===== config.mk =====
export PLATFORM = sky130hd
export DESIGN_NAME = alu_muldiv_seq
export DESIGN_NICKNAME = d
export VERILOG_FILES = /design/src/rtl/alu_muldiv_seq.sv
export SDC_FILE = /design/constraint.sdc
export NUM_CORES = 1
export LEC_CHECK = 0
export ABC_AREA = 1
export CAP_MARGIN = 20
export CORE_MARGIN = 4
export CORE_UTILIZATION = 40
export DETAILED_ROUTE_END_ITERATION = 8
export GPL_TIMING_DRIVEN = 0
export HOLD_SLACK_MARGIN = 0.03
export SLEW_MARGIN = 0
export SYNTH_ARGS = -nofsm -noshare
export SYNTH_HDL_FRONTEND = slang
export SYNTH_SLANG_ARGS = --single-unit

===== constraint.sdc =====
create_clock -name clk -period 4.7 [get_ports clk]
set_clock_uncertainty 0.15 [all_clocks]
set_input_delay 0.705 -clock clk [delete_from_list [all_inputs] [get_ports clk]]
set_output_delay 0.705 -clock clk [all_outputs]
set_load 0.01 [all_outputs]

===== src/rtl/alu_muldiv_seq.sv =====
// Multi-cycle unsigned MUL/DIV/REM unit that sits beside the single-cycle ALU.
// It accepts one request per valid/ready handshake and holds the result until the consumer takes it.
module alu_muldiv_seq #(
    parameter int WIDTH = 32,
    parameter int OP_W  = 6
) (
    input  logic             clk,
    input  logic             rst,
    input  logic             start_valid,
    output logic             start_ready,
    input  logic [OP_W-1:0]  op,
    input  logic [WIDTH-1:0] A,
    input  logic [WIDTH-1:0] B,
    output logic             result_valid,
    input  logic             result_ready,
    output logic [WIDTH-1:0] Result,
    output logic             Overflow,
    output logic             DivByZero,
    output logic             Illegal,
    output logic             Busy
);

    localparam logic [OP_W-1:0] OP_DIV = OP_W'(6'b001011);
    localparam logic [OP_W-1:0] OP_MUL = OP_W'(6'b001100);
    localparam logic [OP_W-1:0] OP_REM = OP_W'(6'b001101);

    localparam int              CNT_W    = (WIDTH > 1) ? $clog2(WIDTH) : 1;
    localparam logic [CNT_W-1:0] LAST_CNT = CNT_W'(WIDTH - 1);

    typedef enum logic [1:0] {
        S_IDLE    = 2'd0,
        S_MUL_RUN = 2'd1,
        S_DIV_RUN = 2'd2,
        S_DONE    = 2'd3
    } state_t;

    state_t state_q, state_d;

    logic [CNT_W-1:0]   cnt_q, cnt_d;
    logic [WIDTH-1:0]   result_q, result_d;
    logic               ovf_q, ovf_d;
    logic               dbz_q, dbz_d;
    logic               ill_q, ill_d;

    // Datapath working registers; only meaningful while a run is in flight.
    logic [2*WIDTH-1:0] acc_q;
    logic [WIDTH-1:0]   mcand_q;
    logic [WIDTH-1:0]   mplr_q;
    logic [WIDTH-1:0]   divisor_q;
    logic [WIDTH-1:0]   rem_q;
    logic [WIDTH-1:0]   quo_q;
    logic               op_rem_q;

    logic               is_mul, is_div, is_rem, is_divrem, b_zero;
    logic               accept, last_iter;

    logic [WIDTH:0]     mul_addend;
    logic [WIDTH:0]     mul_sum;
    logic [2*WIDTH-1:0] acc_nxt;
    logic [WIDTH-1:0]   mplr_nxt;

    logic [WIDTH:0]     rem_sh;
    logic [WIDTH:0]     rem_diff;
    logic               div_ge;
    logic [WIDTH-1:0]   rem_nxt;
    logic [WIDTH-1:0]   quo_nxt;

    assign is_mul    = (op == OP_MUL);
    assign is_div    = (op == OP_DIV);
    assign is_rem    = (op == OP_REM);
    assign is_divrem = is_div | is_rem;
    assign b_zero    = (B == '0);
    assign accept    = start_valid && (state_q == S_IDLE);
    assign last_iter = (cnt_q == LAST_CNT);

    // One shift-add step: add the multiplicand into the high half, then shift the
    // whole W+1-bit sum and low half right so the carry is never lost.
    assign mul_addend = mplr_q[0] ? {1'b0, mcand_q} : '0;
    assign mul_sum    = {1'b0, acc_q[2*WIDTH-1:WIDTH]} + mul_addend;
    assign acc_nxt    = {mul_sum, acc_q[WIDTH-1:1]};
    assign mplr_nxt   = mplr_q >> 1;

    // One restoring-division step; the shifted remainder needs W+1 bits to compare.
    assign rem_sh   = {rem_q, quo_q[WIDTH-1]};
    assign rem_diff = rem_sh - {1'b0, divisor_q};
    assign div_ge   = (rem_sh >= {1'b0, divisor_q});
    assign rem_nxt  = div_ge ? rem_diff[WIDTH-1:0] : rem_sh[WIDTH-1:0];
    assign quo_nxt  = {quo_q[WIDTH-2:0], div_ge};

    always_ff @(posedge clk or posedge rst) begin
        if (rst) begin
            state_q <= S_IDLE;
        end else begin
            state_q <= state_d;
        end
    end

    always_comb begin
        state_d = state_q;
        case (state_q)
            S_IDLE: begin
                if (start_valid) begin
                    if (is_mul) begin
                        state_d = S_MUL_RUN;
                    end else if (is_divrem) begin
                        state_d = b_zero ? S_DONE : S_DIV_RUN;
                    end else begin
                        state_d = S_DONE;
                    end
                end
            end
            S_MUL_RUN: begin
                if (last_iter) begin
                    state_d = S_DONE;
                end
            end
            S_DIV_RUN: begin
                if (last_iter) begin
                    state_d = S_DONE;
                end
            end
            S_DONE: begin
                if (result_ready) begin
                    state_d = S_IDLE;
                end
            end
            default: state_d = S_IDLE;
        endcase
    end

    always_comb begin
        start_ready  = (state_q == S_IDLE);
        result_valid = (state_q == S_DONE);
        Busy         = (state_q == S_MUL_RUN) || (state_q == S_DIV_RUN);
    end

    assign Result    = result_q;
    assign Overflow  = ovf_q;
    assign DivByZero = dbz_q;
    assign Illegal   = ill_q;

    always_comb begin
        cnt_d = cnt_q;
        if (accept) begin
            cnt_d = '0;
        end else if (Busy) begin
            cnt_d = cnt_q + 1'b1;
        end
    end

    always_comb begin
        result_d = result_q;
        ovf_d    = ovf_q;
        dbz_d    = dbz_q;
        ill_d    = ill_q;
        if (accept) begin
            ovf_d = 1'b0;
            dbz_d = 1'b0;
            ill_d = 1'b0;
            if (is_divrem && b_zero) begin
                result_d = is_div ? '1 : A;
                dbz_d    = 1'b1;
            end else if (!is_mul && !is_divrem) begin
                result_d = '0;
                ill_d    = 1'b1;
            end
        end else if ((state_q == S_MUL_RUN) && last_iter) begin
            result_d = acc_nxt[WIDTH-1:0];
            ovf_d    = |acc_nxt[2*WIDTH-1:WIDTH];
        end else if ((state_q == S_DIV_RUN) && last_iter) begin
            result_d = op_rem_q ? rem_nxt : quo_nxt;
        end
    end

    always_ff @(posedge clk or posedge rst) begin
        if (rst) begin
            cnt_q    <= '0;
            result_q <= '0;
            ovf_q    <= 1'b0;
            dbz_q    <= 1'b0;
            ill_q    <= 1'b0;
        end else begin
            cnt_q    <= cnt_d;
            result_q <= result_d;
            ovf_q    <= ovf_d;
            dbz_q    <= dbz_d;
            ill_q    <= ill_d;
        end
    end

    // Operands are captured only at acceptance, so later input changes are ignored.
    always_ff @(posedge clk) begin
        if (accept) begin
            acc_q     <= '0;
            mcand_q   <= A;
            mplr_q    <= B;
            divisor_q <= B;
            rem_q     <= '0;
            quo_q     <= A;
            op_rem_q  <= is_rem;
        end else if (state_q == S_MUL_RUN) begin
            acc_q  <= acc_nxt;
            mplr_q <= mplr_nxt;
        end else if (state_q == S_DIV_RUN) begin
            rem_q <= rem_nxt;
            quo_q <= quo_nxt;
        end
    end

endmodule


# Word-level counts from Yosys, hierarchy flattened
# Index checks and enable logic that the tools add are counted.
# Widths: inputs -> output; s select.
# classes
reduce_logical	21
n_mux	28
add_sub_neg	3
bitwise	2
n_lt_le_gt_ge	1
n_eq_ne	12
# ops
op	n
$mux 32	14
$add 32x32->33	1
$ge 33x32->1	1
$logic_not 32->1	1
$reduce_or 32->1	1
$sub 32x32->32	1
$eq 6x4->1 const B	3
$mux 5	2
$mux 2	4
$reduce_bool 2->1	4
$mux 1	7
$pmux 2 s3	1
$reduce_and 2->1	3
$add 5x1->5 const B	1
$eq 5x5->1 const B	1
$logic_and 1x1->1	5
$eq 2x2->1 const B	2
$ne 2x1->1 const B	2
$ne 2x2->1 const B	2
$ne 3x1->1 const B	1
$reduce_and 3->1	1
$reduce_bool 3->1	1
$eq 2x1->1 const B	1
$logic_not 1->1	2
other kinds (5)	5
# word_totals
ff_bits	267
wordCells	80
output_inout_bits	38
inputBits	74

# Longest topological paths before layout
# Gate-level depths: netlist of the first run.
# depth
word_depth	7
ltp_mapped	22

# Worst setup path after synthesis of the first run
# No wires, ideal clock.
# synth_timing
kind	register -> register
start	register state_q[0]
end	register divisor_q[0], enable pin
path_stages_with_launch	7
path_slack_ns	0.954
setup_ns	0.454
t_arrival_ns	3.141
n_path_buf	2
cell_sequence	dfrtp_1 inv_1 ha_1 nand2_1 inv_1 clkbuf_1 clkbuf_1
# synth_via
elab_chain_cells	2
# synth_rtl
element	line	rtl
start: declaration	37	state_t state_q, state_d;
start signal: assignment	94	state_q <= state_d;
$logic_not 2->1	n/a	
via start_ready	10	output logic start_ready,
$logic_and 1x1->1	73	assign accept = start_valid && (state_q == S_IDLE);
via accept	55	logic accept, last_iter;
end signal: assignment	197	divisor_q <= B;
end: declaration	49	logic [WIDTH-1:0] divisor_q;
# The timed path passes the listed nets, and every way through them passes these cells.
# A chain may end at the register's enable or synchronous reset.

# Final worst setup path of the first run
# layout_timing
start	register mplr_q[0]
end	register ovf_q, in the netlist Overflow
# layout_via
elab_chain_cells	5
# layout_rtl
element	line	rtl
start: declaration	48	logic [WIDTH-1:0] mplr_q;
start signal: assignment	203	mplr_q <= mplr_nxt;
$mux 32	78	assign mul_addend = mplr_q[0] ? {1'b0, mcand_q} : '0;
$add 32x32->33	79	assign mul_sum = {1'b0, acc_q[2*WIDTH-1:WIDTH]} + mul_addend;
$reduce_or 32->1	169	ovf_d = |acc_nxt[2*WIDTH-1:WIDTH];
$mux 1	167	end else if ((state_q == S_MUL_RUN) && last_iter) begin
$mux 1	156	if (accept) begin
end signal: assignment	185	ovf_q <= ovf_d;
end: declaration	41	logic ovf_q, ovf_d;
# Every way passes these cells. The select of a mux whose other input is x is not followed.

==> results of run 1 <==
## power breakdown
part           leakage [nW]  switching [mW]  internal (mW)
combinational          6.86            5.49           2.87
clock                 0.528            1.04           1.51
sequential             2.46           0.594           3.59
## per-layer routing
metal  vias to the layer above  track usage  share of wire
li1                       8023            -              -
met5                         -            0        0.00022
met1                      7327        0.338           0.47
met3                        63       0.0314          0.063
met2                       449        0.392           0.45
met4                         2       0.0481          0.019
## registers in the layout, indices dropped and copies added, names as in the netlist, 2 cells and up
register and cells:
mplr_q 32, rem_q 32, state_q 2, divisor_q 32, cnt_q 5, Result 32, mcand_q 32, acc_q 63
quo_q 32
## worst max path at each step
stage,slack (ns),startpoint,cells after the start,to
after CTS,1.01,mplr_q[0]$_DFFE_PP_,21,Overflow$_DFFE_PP0N_
after global routing,0.68,mplr_q[0]$_DFFE_PP_,21,Overflow$_DFFE_PP0N_
after floorplan,0.95,state_q[0]$_DFFE_PP0P_,6,divisor_q[0]$_DFFE_PP_
after detailed placement,0.58,B[16],11,Result[20]$_DFFE_PP0P_
final,1.01,mplr_q[0]$_DFFE_PP_,21,Overflow$_DFFE_PP0N_
after global placement,-1.03,start_valid,5,mcand_q[19]$_DFFE_PP_
## final cells by class
class / count / area [µm²]
Buffer: 84 / 387
Clock buffer: 37 / 850
Sequential cell: 266 / 6830
Fill cell: 4239 / 21400
Tap cell: 532 / 666
Clock inverter: 21 / 230
Timing Repair Buffer: 114 / 1170
Inverter: 394 / 1480
Multi-Input combinational cell: 1690 / 8160
## worst max-delay path, delay by kind of cell, from the launching register on
family / cells / cell delay, ns
flops: 1 / 0.45
simple gates: 16 / 1.84
fa+ha+maj: 2 / 0.74
buf+inv: 3 / 0.39
## cell usage in the layout, fill, tap and decap left out, drive strengths merged, types with 3 or more instances in the layout
cell           synthesis  routed
a21oi                110     110
a31oi                 47      47
and2                   9       9
buf                   22      25
bufinv                 0       4
clkbuf                62      99
clkdlybuf4s50          0     111
clkinv                 0      11
clkinvlp               0       3
dfrtp                 42      42
dfxtp                 95      95
edfxtp               129     129
ha                    71      71
inv                  394     397
nand2                839     839
nand3                143     143
nand3b                 6       6
nand4                 20      20
nor2                 248     248
nor3                  15      15
nor4                   9       9
o21ai                104     104
o21bai                 3       3
o22ai                 30      30
xnor2                  6       6
xor2                  18      18
## cells by family after synthesis
family,after synthesis,synth area share
buffers and inverters,478,0.110
and+or+nand+nor,1291,0.315
xor gates and xnor gates,24,0.0125
adders and majority gates,73,0.0551
AOI/OAI and AO/OA,302,0.101
DFF,266,0.405
==> impl_results.md, run 1 <==
* Status: finished clean
* Share of cells above drive strength 1 at 0.0518
* DIE AREA at 45,400 µm²
* Critical Path AT at 4.03 ns
* Clock sinks at 266
* Max Cap Viol at 0
* Peak VDD IR at 0.345 mV
* Post-Route WL at 54,500 µm
* RSZ-0062 raised after global routing: false
* Post-synthesis async set-or-reset flop share at 0.158
* DRT iter0 DRCs at 1,309
* Area growth syn-to-layout at 17.4%
* FP Rows at 74
* Placed cell area at 18,700 µm²
* Post-CTS setup buffer count at 0
* Design area at 19,800 µm²
* Syn. warnings at 0
* CP endpoint kind: flip-flop
* Worst R2R Setup Slack at 1.01 ns
* Period utilisation layout at 0.786
* Post-synth EDFFs at 129
* Syn_nets at 2,581
* Pre-CTS WS at 0.584 ns
* Hold WS at 0.247 ns
* Synthesized instance count at 2,434
* Synth cell count leaders: nand2_1, inv_1, nor2_1
* DR vias/cell at 5.06
* Total GRT Usage at 0.238
* Critical setup path kind: reg2reg
* Most common cell in the netlist: nand2_1
* Worst skew pair latency at 0.59 ns
* Post-route ant nets at 0
* CTS clk-pin slew, worst paths at 0.06 ns
* Die width at 213 µm
* Final cell count without fillers at 3,138
* Worst Max-Slew Pin Slew at 0.972 ns
* Setup WS post-layout at 1.01 ns
* Grt total ovfl at 0
* Largest net degree at the start of global routing at 42
* Syn Area/Cell at 6.92 µm²
* Worst-path fanout max at 10
* Die Y-Extent at 213 µm
* Synthesized area at 16,800 µm²
* First-pass GRT wire length at 85,000 µm
* Pwr dens at 763 nW/µm²
* Tmin final at 3.69 ns
* # port buffers at 111
* Largest cells by area after synthesis: edfxtp_1, nand2_1, dfxtp_1, inv_1, dfrtp_1
* Clk buf depth at 3
* Max Transition Viols Final at 0
* R2R Path End: Overflow$_DFFE_PP0N_
* Crit path cell chain: clkbuf_1 -> nand2_1 -> inv_1 -> ha_1 -> fa_1 -> nand3_1 -> nand3_1 -> nand2_1 -> nand2_1 -> nand2_1 -> nand2_1 -> nand2_1 -> nand2_1 -> nand2_1 -> nand2_1 -> nor2_1 -> nand2_1 -> nor2_1 -> nand4_1 -> nand2_1 -> inv_1
* WP data required at 5.04 ns
* Yosys reg bits at 266
* H-Tree Depth at 1
* Post-cts hold buffer count at 0
* Max-slew headroom at 0.351
* Total power at 15.1 mW
* Core area at 41,200 µm²
* Wirelength per Cell at 17.4 µm
* CP peak stage delay at 0.49 ns
* Final HPWL from detailed placement at 43,700 µm
* Ys flop type: edfxtp_1
* Leading area contributor after synthesis: edfxtp_1
* Most used cell along the critical path: nand2_1
* Nets at 2,728
* Via count at 15,900
* F_max at 271 MHz
* Cts repair resizes at 0
* Initial Utilization at 0.409
* DR pass1 iterations at 6
* DP Cell Count at 3,080
* Final hold violation count at 0
* Yosys cell types at 43
* Vias in the first global route at 15,400
* Share of the synthesized area in the top cell type at 0.230
* Sequential-to-total area share from yosys stat at 0.405
* Hold Path Class: in2async
* CTS root buf: clkbuf_16
* Final core utilization at 0.480
* Setup violators final at 0
* Reg2reg path depth at 21
* Crit-path slowest cell: fa_1
* Num CTS Buffers at 31
* Antenna Cells at 0
* Gp weighted congestion at 0.943
* CTS tree: yes
* Static Leak at 9.85 nW
* Worst setup SP type: flip-flop
* Setup TNS at 0 ns
* DRC errors left at 0
* # IOs at 112
* R2R Path Start: mplr_q[0]$_DFFE_PP_
* Initial antenna violation count at 1
Power figures use the tool's default switching activity.
==> run 2: changes to the inputs <==
clock period = 3.7 ns   (was 4.7 ns; I/O delays follow)
==> run 2 against run 1 <==
Against the previous run: critical path depth shrank 10; sequential share of layout area grew 0.13 points; via count grew 0.58%; die area is the same; hold slack lost 0.15 ns; flip-flop and latch count is the same; non-clock buffer count is the same; critical path type is now in2reg; highest routed layer unchanged; global-route usage grew 0.33 points.
==> impl_results.md, run 2 (synthesis gave the netlist of run 1 again) <==
* Max-slew headroom at 0.331
* Reg with most FFs: acc_q
* Wirelength per Cell at 17.7 µm
* # port buffers at 111
* WP data required at 4.07 ns
* Design area at 19,700 µm²
* Clock sinks at 266
* Largest register FFs at 63
* Num CTS Buffers at 31
* R2R Path Start: mplr_q[0]$_DFFE_PP_
* Fill cell count at 4,148
* Gp weighted congestion at 0.913
* F_max at 287 MHz
* Setup violators final at 0
* DIE AREA at 45,400 µm²
* DRT iter0 DRCs at 1,292
* Vias in the first global route at 15,200
* Share of cells above drive strength 1 at 0.0507
* Die width at 213 µm
* Via count at 16,000
* DR pass1 iterations at 6
* Final HPWL from detailed placement at 44,600 µm
* Post-cts hold buffer count at 0
* Period utilisation layout at 0.941
* Status: finished clean
* # IOs at 112
* Most frequent cells in the layout: nand2_1, inv_1, nor2_1
* Commonest non-fill, non-tap cell in the layout: nand2_1
* Max Transition Viols Final at 0
* Pwr dens at 967 nW/µm²
* Hold Path Class: in2async
* Final hold violation count at 0
* Worst-path fanout max at 10
* Critical Path AT at 3.85 ns
* Worst R2R Setup Slack at 0.32 ns
* Post-Route WL at 55,600 µm
* Critical setup path kind: in2reg
* DRC errors left at 0
* Post-route ant nets at 0
* Initial Utilization at 0.409
* Peak VDD IR at 0.451 mV
* Tmin final at 3.48 ns
* Setup WS post-layout at 0.218 ns
* CP endpoint kind: flip-flop
* Total GRT Usage at 0.241
* Largest net degree at the start of global routing at 42
* Max Cap Viol at 0
* Pre-CTS WS at -0.336 ns
* Placed cell area at 18,700 µm²
* FP Rows at 74
* DR vias/cell at 5.08
* Nets at 2,728
* Core area at 41,200 µm²
* Initial antenna violation count at 1
* First-pass GRT wire length at 86,000 µm
* H-Tree Depth at 1
* Static Leak at 9.81 nW
* Reg2reg path depth at 19
* RSZ-0062 raised after global routing: false
* CTS tree: yes
* Worst setup SP type: primary input
* CTS clk-pin slew, worst paths at 0.06 ns
* Die Y-Extent at 213 µm
* Grt total ovfl at 0
* Total power at 19.0 mW
* Clk buf depth at 3
* R2R Path End: Overflow$_DFFE_PP0N_
* Worst Max-Slew Pin Slew at 1.00 ns
* Antenna Cells at 0
* CTS root buf: clkbuf_16
* Worst skew pair latency at 0.60 ns
* Post-CTS setup buffer count at 0
* Area growth syn-to-layout at 16.9%
run 2: changes by cell type in the layout (fill, tap and decap cells not counted), sizes merged:
| cell | before | now |
|---|---|---|
| clkbuf | 99 | 102 |
| clkinv | 11 | 13 |
| bufinv | 4 | 3 |
| clkinvlp | 3 | 1 |
| inv | 397 | 395 |
run 2: worst max-delay path, cell delays in order:
cell	delay, ns
clkdlybuf4s50_1	0.46
nor4_1	0.60
nand4_1	0.42
nor2_1	0.38
nand2_1	0.09
nand2_1	0.07
nand2_1	0.24
inv_1	0.26
clkbuf_1	0.53
nor2_1	0.08
a21oi_1	0.16
run 2: worst max path at each step:
stage / startpoint / end / cells after the start
2_1_floorplan: state_q[0]$_DFFE_PP0P_ / quo_q[0]$_DFFE_PP_ / 6
3_3_place_gp: start_valid / quo_q[14]$_DFFE_PP_ / 6
3_5_place_dp: B[16] / Result[18]$_DFFE_PP0P_ / 11
4_1_cts: mplr_q[0]$_DFFE_PP_ / Overflow$_DFFE_PP0N_ / 20
5_1_grt: mplr_q[0]$_DFFE_PP_ / Overflow$_DFFE_PP0N_ / 19
6_report: B[16] / Result[18]$_DFFE_PP0P_ / 11
run 2: layer usage:
metal	up-vias	GRT usage	share of wire
met1	7367	0.345	0.46
met3	74	0.0284	0.068
met2	490	0.392	0.45
li1	8023	-	-
met4	2	0.0600	0.025
met5	-	0	0.00022
run 2: what timing repair did:
action / in CTS / in global routing
gates resized for setup: 0 / 7
setup endpoints to repair: 0 / 1
hold endpoints to repair: 0 / 0
run 2: area by class of cell:
type / count / area (µm²) / share of cell area
Tap cell: 532 / 666 / 0.0338
Timing Repair Buffer: 114 / 1170 / 0.0595
Sequential cell: 266 / 6830 / 0.347
Clock buffer: 40 / 820 / 0.0416
Multi-Input combinational cell: 1690 / 8160 / 0.414
Buffer: 84 / 392 / 0.0199
Inverter: 394 / 1480 / 0.0751
Clock inverter: 18 / 178 / 0.00902
run 2: through the flow:
step	std cells	hold WS [ns]	utilization	setup TNS (ns)
after floorplan	2434	0.283	-	0
after global placement	3077	0.301	0.452	-74.96
final	3138	0.0977	0.478	0
after detailed placement	3080	0.312	0.454	-9.04
after CTS	3138	0.103	0.478	0
after global routing	3138	0.133	0.478	0
run 2: where the power goes:
group          switching [mW]  internal [mW]  total (mW)
clock network            1.30           1.77        3.07
logic                    7.00           3.64        10.6
registers               0.766           4.56        5.33
total                    9.07           9.97        19.0
==> run 3: changes to the inputs <==
CORE_UTILIZATION = 60   (was 40)
PLACE_DENSITY = 0.81   (was not set)
==> run 3 against run 2 <==
Against the previous run: first-iteration DRC count rose by 34%; hold slack improved by 0.065 ns; sequential power barely moved; sequential share of layout area rose by 0.31 points; utilization rose by 23 points; die area fell by 32%; via count rose by 4.9%; highest routed layer is now met4; largest cell class unchanged; non-clock buffer count did not move; clock-buffer cell count fell by 2; clock power rose by 2%.
==> impl_results.md, run 3 (synthesis gave the netlist of run 1 again) <==
* Fill cell count at 2,302
* Switching power total at 9.21 mW
* CTS clk-pin slew, worst paths at 0.07 ns
* Design area at 19,500 µm²
* Die width at 176 µm
* Crit path cell chain: inv_1 -> ha_1 -> nand2_1 -> clkbuf_1 -> clkbuf_1 -> clkbuf_1 -> o21ai_0
* Largest register FFs at 63
* Critical Path AT at 3.82 ns
* Initial antenna violation count at 0
* # IOs at 112
* Nets at 2,726
* Int Pwr at 10.0 mW
* R2R Path Start: state_q[0]$_DFFE_PP0P_
* Post-route ant nets at 0
* Peak VDD IR at 0.612 mV
* Clock power frac at 0.162
* Grt total ovfl at 0
* Clk buf depth at 3
* Final hold violation count at 0
* Area growth syn-to-layout at 15.9%
* Die Y-Extent at 176 µm
* Worst R2R Setup Slack at 0.03 ns
* Sequential Power Share at 0.278
* CTS tree: yes
* Setup violators final at 0
* R2R Path End: quo_q[29]$_DFFE_PP_
* Period utilisation layout at 0.992
* Reg with most FFs: acc_q
* Share of cells above drive strength 1 at 0.0507
* Num CTS Buffers at 29
* Hold Path Class: in2async
* Hold WS at 0.162 ns
* Sw Ratio at 0.478
* Antenna Cells at 0
* Vias in the first global route at 15,800
* DRC errors left at 0
* Placed cell area at 18,500 µm²
* WP data required at 3.85 ns
* Total GRT Usage at 0.350
* DR vias/cell at 5.61
* Max Transition Viols Final at 0
* Most used cell along the critical path: clkbuf_1
* Core area at 27,700 µm²
* Max Cap Viol at 0
* Tmin final at 3.67 ns
* F_max at 272 MHz
* CP peak stage delay at 0.89 ns
* FP Rows at 61
* Via count at 16,700
* Post-Route WL at 55,100 µm
* Clock sinks at 266
* Kind of cell adding the most delay to the critical path: buffers and inverters
* Max-slew headroom at 0.258
* Most frequent cells in the layout: nand2_1, inv_1, nor2_1
* Worst-path fanout max at 10
* Worst skew pair latency at 0.58 ns
* Largest net degree at the start of global routing at 42
* Commonest non-fill, non-tap cell in the layout: nand2_1
* DRT iter0 DRCs at 1,733
* Initial Utilization at 0.608
* Combinational power share at 0.560
* Static Leak at 9.82 nW
* H-Tree Depth at 1
* Reg2reg path depth at 7
* Gp weighted congestion at 0.997
* Critical path buffers and inverters at 4
* First-pass GRT wire length at 85,600 µm
* CTS root buf: clkbuf_16
* Worst setup SP type: flip-flop
* Final HPWL from detailed placement at 42,900 µm
* Pwr dens at 986 nW/µm²
* DIE AREA at 30,800 µm²
* DR pass1 iterations at 8
* Status: finished clean
* Crit-path slowest cell: clkbuf_1
* Wirelength per Cell at 18.5 µm
* Critical setup path kind: reg2reg
* CP endpoint kind: flip-flop
* # port buffers at 111
* Worst Max-Slew Pin Slew at 1.11 ns
run 3: what timing repair did:
item / in CTS / in global routing
resized for setup: 0 / 5
hold buffers: 0 / 0
setup buffers: 0 / 1
endpoints found under the setup margin: 0 / 1
run 3: through the flow:
step	setup WS, ns	util	setup TNS (ns)	std cells	power, mW
final	0.0282	0.705	0	2980	19.3
after CTS	0.00462	0.704	0	2979	19.0
after floorplan	0.536	-	0	2434	12.4
after global placement	-0.949	0.665	-64.65	2923	15.5
after detailed placement	-0.102	0.667	-2.02	2925	15.8
after global routing	-0.000655	0.705	-0.000655	2980	20.6
run 3: layout make-up:
| type | count | area (µm²) | area share |
|---|---|---|---|
| Timing Repair Buffer | 114 | 1160 | 0.0594 |
| Buffer | 84 | 388 | 0.0199 |
| Clock inverter | 16 | 204 | 0.0104 |
| Multi-Input combinational cell | 1690 | 8170 | 0.418 |
| Sequential cell | 266 | 6830 | 0.350 |
| Tap cell | 378 | 473 | 0.0242 |
| Inverter | 394 | 1480 | 0.0758 |
| Clock buffer | 38 | 822 | 0.0421 |
run 3: power by group through the flow:
stage | Clock, mW | Combinational (mW) | Sequential, mW
floorplan | 0 | 7.27 | 5.16
global placement | 0 | 10.2 | 5.33
finish | 3.13 | 10.8 | 5.35
detailed placement | 0 | 10.5 | 5.34
CTS | 3.12 | 10.6 | 5.31
global route | 3.25 | 11.9 | 5.44
run 3: metal layers:
| metal | vias up | track usage | share of wire |
|---|---|---|---|
| met5 | - | 0 | 0 |
| met4 | 0 | 0.133 | 0.046 |
| met2 | 894 | 0.584 | 0.46 |
| li1 | 8009 | - | - |
| met3 | 167 | 0.0484 | 0.087 |
| met1 | 7661 | 0.466 | 0.40 |
run 3: worst register-to-register path: stages, from the launching register on:
cell and delay (ns):
dfrtp_1 0.41, inv_1 0.12, ha_1 0.24, nand2_1 0.10, clkbuf_1 0.63, clkbuf_1 0.90, clkbuf_1 0.69, o21ai_0 0.17
run 3: worst max path at each step:
stage,start,to,cells after the start
after floorplan,state_q[0]$_DFFE_PP0P_,quo_q[0]$_DFFE_PP_,6
after global placement,start_valid,quo_q[14]$_DFFE_PP_,6
after detailed placement,B[29],Result[23]$_DFFE_PP0P_,11
after CTS,mplr_q[0]$_DFFE_PP_,Overflow$_DFFE_PP0N_,19
after global routing,mplr_q[0]$_DFFE_PP_,Overflow$_DFFE_PP0N_,19
final,state_q[0]$_DFFE_PP0P_,quo_q[29]$_DFFE_PP_,7
